<file path="src/rtl/count60_disp_ctrl.sv">
// Mod-60 MM:SS counter with start/stop/clear sequencing and a
// time-multiplexed 4-digit 7-segment display driver.
module count60_disp_ctrl #(
  parameter int TICK_DIV = 50000000,
  parameter int SCAN_DIV = 50000
) (
  input  logic       clk_50mHz,
  input  logic       rst_n,
  input  logic       start,
  input  logic       stop,
  input  logic       clear,
  output logic       run,
  output logic [7:0] sec_bcd,
  output logic [7:0] min_bcd,
  output logic       rollover,
  output logic [6:0] a_to_g,
  output logic [3:0] an
);

  localparam int PW = (TICK_DIV > 2) ? $clog2(TICK_DIV) : 1;
  localparam int SW = (SCAN_DIV > 2) ? $clog2(SCAN_DIV) : 1;
  localparam logic [PW-1:0] P_MAX = PW'(TICK_DIV - 1);
  localparam logic [SW-1:0] S_MAX = SW'(SCAN_DIV - 1);

  typedef enum logic [1:0] {
    IDLE  = 2'd0,
    RUN   = 2'd1,
    PAUSE = 2'd2
  } state_t;

  state_t        state;
  logic [PW-1:0] presc;
  logic [SW-1:0] scan_cnt;
  logic [1:0]    digit;
  logic          tick;
  logic          at_max;
  logic [7:0]    nxt_sec;
  logic [7:0]    nxt_min;
  logic [3:0]    nib;
  logic [6:0]    seg;

  assign tick   = (state == RUN) && (presc == P_MAX);
  assign at_max = (sec_bcd == 8'h59) && (min_bcd == 8'h59);

  // BCD increment with carry chain sec ones -> sec tens -> min ones -> min tens
  always_comb begin
    nxt_sec = sec_bcd;
    nxt_min = min_bcd;
    if (sec_bcd[3:0] != 4'd9) begin
      nxt_sec[3:0] = sec_bcd[3:0] + 4'd1;
    end else begin
      nxt_sec[3:0] = 4'd0;
      if (sec_bcd[7:4] != 4'd5) begin
        nxt_sec[7:4] = sec_bcd[7:4] + 4'd1;
      end else begin
        nxt_sec[7:4] = 4'd0;
        if (min_bcd[3:0] != 4'd9) begin
          nxt_min[3:0] = min_bcd[3:0] + 4'd1;
        end else begin
          nxt_min[3:0] = 4'd0;
          if (min_bcd[7:4] != 4'd5) begin
            nxt_min[7:4] = min_bcd[7:4] + 4'd1;
          end else begin
            nxt_min[7:4] = 4'd0;
          end
        end
      end
    end
  end

  always_ff @(posedge clk_50mHz or negedge rst_n) begin
    if (!rst_n) begin
      state    <= IDLE;
      run      <= 1'b0;
      presc    <= '0;
      sec_bcd  <= 8'h00;
      min_bcd  <= 8'h00;
      rollover <= 1'b0;
    end else if (clear) begin
      state    <= IDLE;
      run      <= 1'b0;
      presc    <= '0;
      sec_bcd  <= 8'h00;
      min_bcd  <= 8'h00;
      rollover <= 1'b0;
    end else begin
      rollover <= 1'b0;
      unique case (state)
        IDLE: begin
          if (start && !stop) begin
            state <= RUN;
            run   <= 1'b1;
            presc <= '0;
          end
        end
        RUN: begin
          presc <= tick ? '0 : presc + PW'(1);
          if (tick) begin
            sec_bcd  <= nxt_sec;
            min_bcd  <= nxt_min;
            rollover <= at_max;
          end
          // a tick on the same edge is still applied before pausing
          if (stop) begin
            state <= PAUSE;
            run   <= 1'b0;
          end
        end
        PAUSE: begin
          if (start && !stop) begin
            state <= RUN;
            run   <= 1'b1;
          end
        end
        default: begin
          state <= IDLE;
          run   <= 1'b0;
        end
      endcase
    end
  end

  always_ff @(posedge clk_50mHz or negedge rst_n) begin
    if (!rst_n) begin
      scan_cnt <= '0;
      digit    <= 2'd0;
    end else if (scan_cnt == S_MAX) begin
      scan_cnt <= '0;
      digit    <= digit + 2'd1;
    end else begin
      scan_cnt <= scan_cnt + SW'(1);
    end
  end

  always_comb begin
    nib = 4'd0;
    unique case (digit)
      2'd0: nib = sec_bcd[3:0];
      2'd1: nib = sec_bcd[7:4];
      2'd2: nib = min_bcd[3:0];
      2'd3: nib = min_bcd[7:4];
      default: nib = 4'd0;
    endcase
  end

  always_comb begin
    seg = 7'b1111111;
    case (nib)
      4'd0: seg = 7'b0000001;
      4'd1: seg = 7'b1001111;
      4'd2: seg = 7'b0010010;
      4'd3: seg = 7'b0000110;
      4'd4: seg = 7'b1001100;
      4'd5: seg = 7'b0100100;
      4'd6: seg = 7'b0100000;
      4'd7: seg = 7'b0001111;
      4'd8: seg = 7'b0000000;
      4'd9: seg = 7'b0000100;
      default: seg = 7'b1111111;
    endcase
  end

  always_ff @(posedge clk_50mHz or negedge rst_n) begin
    if (!rst_n) begin
      an     <= 4'b1111;
      a_to_g <= 7'b1111111;
    end else begin
      an     <= ~(4'b0001 << digit);
      a_to_g <= seg;
    end
  end

endmodule
</file>
<file path="config.mk">
export PLATFORM = sky130hd
export DESIGN_NAME = count60_disp_ctrl
export DESIGN_NICKNAME = d
export VERILOG_FILES = /design/src/rtl/count60_disp_ctrl.sv
export SDC_FILE = /design/constraint.sdc
export NUM_CORES = 1
export LEC_CHECK = 0
export BUFFER_PORTS_ARGS = -buffer_cell sky130_fd_sc_hd__buf_2
export CORE_ASPECT_RATIO = 1.1
export CORE_MARGIN = 3
export CORE_UTILIZATION = 54
export DETAILED_ROUTE_END_ITERATION = 7
export GPL_TIMING_DRIVEN = 0
export HOLD_SLACK_MARGIN = 0.1
export PLACE_DENSITY_LB_ADDON = 0.1
export SLEW_MARGIN = 20
export SYNTH_ARGS = -nofsm -noshare
export SYNTH_HDL_FRONTEND = slang
export SYNTH_SLANG_ARGS = --single-unit
</file>
<file path="constraint.sdc">
create_clock -name clk_50mHz -period 2.1 [get_ports clk_50mHz]
set_clock_uncertainty 0.15 [all_clocks]
set_input_delay 0.315 -clock clk_50mHz [delete_from_list [all_inputs] [get_ports clk_50mHz]]
set_output_delay 0.315 -clock clk_50mHz [all_outputs]
set_load 0.05 [all_outputs]
</file>
==> results.toml, run 1 <==
[timing]
setup_violations = 7
timing.fmax_mhz = 453
finalCriticalPeriod_ns = 2.21
final_hold_viol_count = 0
slew_headroom_pct = 57.9
setup_slack_ns = -0.109
holdWs_ns = 0.128
rsz0062_at_grt = "yes"
timing_max_transition_violations_final = 0
worst_pin_slew_ns = 0.630
fin_crit_sh_pct = 105

[setup_path]
r2r-start = "digit[0]"
r2r_setup_slack_ns = -0.11
start_kind = "flop"
worstSetupEndpoint = "a_to_g[6]"
path_class = "reg2reg"
startpoint = "digit[0]"
reg2regPathDepth = 10
endpoint_kind = "flop"
crit_required_ns = 2.24
critical_path_arrival_ns = 2.35
path_max_fanout = 6
r2r_end = "a_to_g[6]"

[synthesis]
synth_warnings = 0
synth_cells = 437
ys.flop_type = "dfrtp_1"
synthTopCellsByArea = "dfrtp_1, dfstp_2, ha_1, nand3_1, a21oi_1"
synth-edff-count = 0
synth.net_count = 464
yosysUniqueCellTypes = 56
synth_async_sr_flop_share_pct = 100
ys_seq_area_share_pct = 44.9
synth_top_area_cell = "dfrtp_1"
ys_seq_elements = 74
avgSynthCellArea_um2 = 9.52
netlist_area_um2 = 4160
netlist.area_leader.share_pct = 37.9

[floorplan]
std_cell_rows = 32
coreArea_um2 = 7250
initial_core_util_pct = 57.4
top_level_ports = 34
die_y_um = 98.0
die_area_um2 = 8790
dieWidth_um = 89.7

[finish]
diodes = 0
finalNetCount = 532
syn_to_final_growth_pct = 25.3
final_layout_size_suffix_gt1_share_pct = 33.1
final-instance-count-excl-fill = 612
final_cell_area_um2 = 5210
fillerInstances = 521

[pwr]
p_sw_uw = 697
total_power_mw = 2.73
power.share.sequential_pct = 52.7
total_leakage_power_nw = 2.23
peakVddDrop_uv = 341
powerDensity_nw_per_um2 = 524
switching_share_pct = 25.5
combPwrFrac_pct = 5.3
p_clk_share_pct = 42.0
power.internal_mw = 2.03

[route]
drt_iter0_markers = 283
first_pass_iters = 5
routed_wl_um = 10100
drc = 0
via_count = 3674
post_drt_wl_per_cell_um = 16.4
postRouteAntennaNets = 0
vias_per_cell = 6.00

[grt]
grtUsageMet1_pct = 30.5
top_usage_layer = "met2"
grt_util_met2_pct = 35.9
grt_pass1_vias = 3447
track_usage_pct = 22.8
grt_first_pass_wirelength_um = 16000
grt_max_degree = 48
overflow = 0
grt.met3_usage_pct = 4.56
antenna_found_initial = 0

[place]
placement.cell_area_um2 = 4490
dp_cells = 573
dpl.hpwl_um = 6480
place_congestion = 0.866
portBuffers = 33
dp_slack_ns = -0.319

[clock_network]
cts_buffer_depth = 2
clock_latency_ns = 0.35
root_buffer = "clkbuf_8"
ctsHtreeMaxLevel = 3
clkTransAtPathRegs_ns = 0.09
cts_buffers = 9
cts_tree = "yes"
cts_sinks = 74

[outcome]
status = "complete, but fails checks"
violations = "negative setup slack"

[hold_path]
hp-class = "in2reg"

[flow_run]
max_cap_viol_count = 0
==> cell families (layout without fill, tap and decap cells) <==
| logic type | count (synthesis) | in the layout | synth area share (%) |
|---|---|---|---|
| simple gates | 188 | 188 | 25.5 |
| compound gates | 91 | 91 | 13.6 |
| flops | 74 | 74 | 44.9 |
| buf+inv | 35 | 108 | 3.43 |
| fa+ha+maj | 22 | 22 | 6.62 |
| xor+xnor | 18 | 18 | 3.79 |
| mux | 9 | 9 | 2.23 |
==> per-layer routing <==
metal	up-vias	share of wire (%)	routed length, um
met2	134	50	5060
met1	1795	42	4220
met5	-	0	0
met4	0	2.0	200
li1	1723	-	-
met3	22	5.8	579
==> worst min-delay path by stage <==
stage / end / slack (ns) / depth (start not counted) / from
global route: run / 0.12 / 3 / start
floorplan: digit[0] / -0.13 / 0 / rst_n
detailed placement: min_bcd[2] / 0.11 / 1 / rst_n
finish: run / 0.13 / 3 / start
global placement: scan_cnt[0] / 0.32 / 1 / scan_cnt[0]
CTS: run / 0.11 / 3 / start
==> registers in the layout (all words and copies together), names as in the netlist, 2 cells and up <==
signal,cells
a_to_g,7
presc,26
scan_cnt,16
digit,2
min_bcd,8
sec_bcd,8
an,4
==> critical path, stage by stage (launching register included) <==
cell and delay, ns:
dfrtp_1 0.43, buf_6 0.14, ha_4 0.17, a222oi_1 0.37, nand2_1 0.16, o21ai_4 0.15
inv_2 0.10, ha_4 0.16, nor2_2 0.12, o21ai_2 0.08, o21a_1 0.12
==> placed cells by master (no fill, tap or decap), drive strengths merged, types with 2 or more instances in the layout <==
cell         instances
ha                  22
a222oi               4
nor2b               13
dlygate4sd3          2
o21ai               18
a41oi                5
a31oi               22
o21a                 3
nand4               14
nand3b               3
buf                 67
and4                 5
xor2                 8
xnor2               10
nand2b               8
and3                 7
nand2               36
nor2                32
clkinvlp             2
dfrtp               63
and3b                3
clkinv               3
a21oi               29
or2                  2
dfstp               11
and2                 2
mux2i                7
nor4b                2
clkbuf              13
mux2                 2
nor4                 8
inv                 20
a21o                 2
or3                 12
nand3               31
nor3                 7
==> per-stage QoR <==
step / setup TNS [ns] / util [%]
4_1_cts: -0.372 / 67.6
6_report: -0.483 / 71.9
3_3_place_gp: -8.25 / 61.6
2_1_floorplan: -0.0230 / -
5_1_grt: -1.23 / 71.9
3_5_place_dp: -8.52 / 62.0
==> synth_stat cells, drive strengths merged (2+ instances only) <==
master / n
dfrtp: 63
nand2: 36
nor2: 32
nand3: 31
a21oi: 29
a31oi: 22
ha: 22
inv: 19
o21ai: 18
nand4: 14
nor2b: 13
or3: 12
dfstp: 11
xnor2: 10
buf: 8
clkbuf: 8
nand2b: 8
nor4: 8
xor2: 8
and3: 7
mux2i: 7
nor3: 7
a41oi: 5
and4: 5
a222oi: 4
and3b: 3
nand3b: 3
o21a: 3
a21o: 2
and2: 2
mux2: 2
nor4b: 2
or2: 2
==> repair_timing <==
action	CTS	global route
hold buffers	2	0
endpoints found under the hold margin	65	0
buffers inserted	10	12
pin swaps	7	15
gates resized for setup	34	59
cloned	0	2
endpoints found under the setup margin	46	46
==> final cells by class <==
| type | count | area [um^2] | area share [%] |
|---|---|---|---|
| sequential | 74 | 1890 | 36.2 |
| timing repair buffer | 60 | 404 | 7.76 |
| inverter | 19 | 73.8 | 1.42 |
| clock inverter | 7 | 78.8 | 1.51 |
| buffer | 13 | 98.8 | 1.90 |
| clock buffer | 9 | 124 | 2.38 |
| multi-input combinational | 328 | 2420 | 46.4 |
| tap | 102 | 128 | 2.45 |
==> power by group through the flow <==
stage	clock network, mW	logic, mW	registers [mW]
finish	1.15	0.143	1.44
global route	1.24	0.158	1.44
CTS	1.16	0.134	1.44
detailed placement	0	0.126	1.47
global placement	0	0.117	1.47
floorplan	0	0.0490	1.48
No activity file was read; power rests on OpenSTA's default activity.
==> inputs of run 2 (changes only) <==
--- a/config.mk
+++ b/config.mk
@@ -7,7 +7,6 @@
 export LEC_CHECK = 0
-export BUFFER_PORTS_ARGS = -buffer_cell sky130_fd_sc_hd__buf_2
-export CORE_ASPECT_RATIO = 1.1
 export CORE_MARGIN = 3
-export CORE_UTILIZATION = 54
+export CORE_UTILIZATION = 58
 export DETAILED_ROUTE_END_ITERATION = 7
+export DONT_BUFFER_PORTS = 1
 export GPL_TIMING_DRIVEN = 0
==> constraint.sdc (replaced) <==
create_clock -name clk_50mHz -period 2.1 [get_ports clk_50mHz]
set_clock_uncertainty 0.15 [all_clocks]
set_input_delay 0 -clock clk_50mHz [delete_from_list [all_inputs] [get_ports clk_50mHz]]
set_output_delay 0 -clock clk_50mHz [all_outputs]
set_load 0.05 [all_outputs]
==> run 2 against run 1 <==
Net effect: the flow still finishes with violations (negative setup slack); critical path depth is 3 lower; register-to-register slack worse by 0.02 ns; die area is 6.5% lower; setup slack worse by 0.022 ns; sequential share of layout area is 0.25 points lower; power hardly changed; critical endpoint is now a_to_g[3]; highest routed layer unchanged.
==> results.toml, run 2 (same netlist as run 1, synthesis figures left out) <==
[outcome]
status = "complete, but fails checks"
violations = "negative setup slack"

[finish]
final_layout_size_suffix_gt1_share_pct = 33.0
final_cell_mix = "dfrtp_1, nand2_1, buf_4, nor2_1, nand3_1"
layout_commonest_cell = "dfrtp_1"
syn_to_final_growth_pct = 27.0
final_util_pct = 76.9
finalNetCount = 519
final_cell_area_um2 = 5280
diodes = 0
top_register = "presc"
largest_register_ff_count = 26
top_regs = "presc x26, scan_cnt x16"
fillerInstances = 433

[setup_path]
critical_path_arrival_ns = 2.37
path_max_fanout = 5
r2r_setup_slack_ns = -0.13
reg2regPathDepth = 7
start_kind = "flop"
endpoint_kind = "flop"
path_class = "reg2reg"
r2r_end = "a_to_g[3]"
r2r-start = "digit[1]"
crit_required_ns = 2.24

[grt]
grt_max_degree = 75
overflow = 0
track_usage_pct = 24.8
grt_pass1_vias = 3488
antenna_found_initial = 0
grt_first_pass_wirelength_um = 16600

[pwr]
p_sw_uw = 705
p_clk_share_pct = 41.6
power.share.sequential_pct = 53.4
peakVddDrop_uv = 340
power.internal_mw = 2.03
powerDensity_nw_per_um2 = 517
total_power_mw = 2.73
combPwrFrac_pct = 5.1
switching_share_pct = 25.8
total_leakage_power_nw = 2.21

[route]
first_pass_iters = 5
drc = 0
vias_per_cell = 6.30
via_count = 3733
drt_iter0_markers = 257
postRouteAntennaNets = 0
routed_wl_um = 11200
post_drt_wl_per_cell_um = 18.9

[clock_network]
cts_buffers = 9
ctsHtreeMaxLevel = 3
clock_latency_ns = 0.36
cts_tree = "yes"
root_buffer = "clkbuf_8"
cts_sinks = 74
clkTransAtPathRegs_ns = 0.09
cts_buffer_depth = 2

[floorplan]
coreArea_um2 = 6870
initial_core_util_pct = 60.5
die_area_um2 = 8220
std_cell_rows = 30
dieWidth_um = 90.7
top_level_ports = 34
die_y_um = 90.7

[hold_path]
min-delay-start = "stop"
hold_depth = 3
hp-class = "in2reg"
hold_end = "state[1]"

[timing]
timing_max_transition_violations_final = 0
setup_violations = 13
setup_slack_ns = -0.131
holdWs_ns = 0.270
fin_crit_sh_pct = 106
setup_tns_ns = -0.864
rsz0062_at_grt = "yes"
finalCriticalPeriod_ns = 2.23
worst_pin_slew_ns = 0.644
final_hold_viol_count = 0
timing.fmax_mhz = 448
slew_headroom_pct = 57.1

[place]
dpl.hpwl_um = 6380
place_congestion = 0.868
portBuffers = 0
placement.cell_area_um2 = 4290

[flow_run]
max_cap_viol_count = 0
-- run 2: cell count changes in the layout (fill, tap and decap cells not counted), moves of 3 or more --
cell	change
nor2b_4	+4
ha_1	-4
dfrtp_1	-7
a21oi_1	-4
a41oi_2	-4
nor2b_2	-3
a21oi_2	+3
buf_2	-33
dfrtp_2	+5
dlygate4sd3_1	+4
buf_4	+11
buf_6	+3
a41oi_1	+4
-- run 2: repair_timing --
action                                  CTS  global route
pin swaps                                13            23
resized for setup                        55            67
gates cloned                              0             3
endpoints found under the hold margin   105             0
hold buffers                              7             0
endpoints found under the setup margin   47            44
buffers inserted                         10            27
-- run 2: how the worst max path moves through the flow --
stage,start,endpoint,slack (ns),cells past startpoint
after floorplan,sec_bcd[1],sec_bcd[4],-0.01,7
after global placement,sec_bcd[1],sec_bcd[5],-0.29,7
after detailed placement,digit[0],a_to_g[6],-0.39,10
after CTS,digit[1],a_to_g[5],-0.06,8
after global routing,digit[0],a_to_g[2],-0.20,8
final,digit[1],a_to_g[3],-0.13,7
-- run 2: worst max-delay path, stage by stage (launching register included) --
cell      delay (ns)
dfrtp_2         0.47
ha_1            0.29
a222oi_1        0.37
mux2i_2         0.17
buf_4           0.20
nor2b_1         0.29
o21ai_2         0.10
o21a_1          0.13
-- run 2: power by group through the flow --
stage / Sequential, mW / Combinational, mW / Clock [mW]
global route: 1.46 / 0.151 / 1.23
global placement: 1.48 / 0.0657 / 0
detailed placement: 1.48 / 0.0672 / 0
floorplan: 1.48 / 0.0490 / 0
CTS: 1.46 / 0.116 / 1.14
finish: 1.46 / 0.138 / 1.14
-- run 2: metrics by stage --
step | setup WS [ns] | std cells
after floorplan | -0.0115 | 437
after global placement | -0.287 | 533
after detailed placement | -0.387 | 533
after CTS | -0.0572 | 563
after global routing | -0.196 | 593
final | -0.131 | 593
-- run 2: final cells by class --
| type | instances | area [um^2] | share of cell area, % |
|---|---|---|---|
| inverters | 19 | 73.8 | 1.40 |
| plain buffers | 13 | 98.8 | 1.87 |
| repair buffers | 47 | 423 | 8.00 |
| flip-flops and latches | 74 | 1900 | 36.0 |
| multi-input cells | 328 | 2460 | 46.6 |
| clock inverters | 5 | 41.3 | 0.781 |
| clock buffers | 11 | 163 | 3.08 |
| well taps | 96 | 120 | 2.27 |
-- run 2: metal layers --
layer	wire length, um	track usage (%)	vias to the layer above
met5	0	0	-
met4	289	10.7	0
met3	785	4.58	32
met2	5480	41.6	169
met1	4630	31.4	1831
li1	-	-	1701
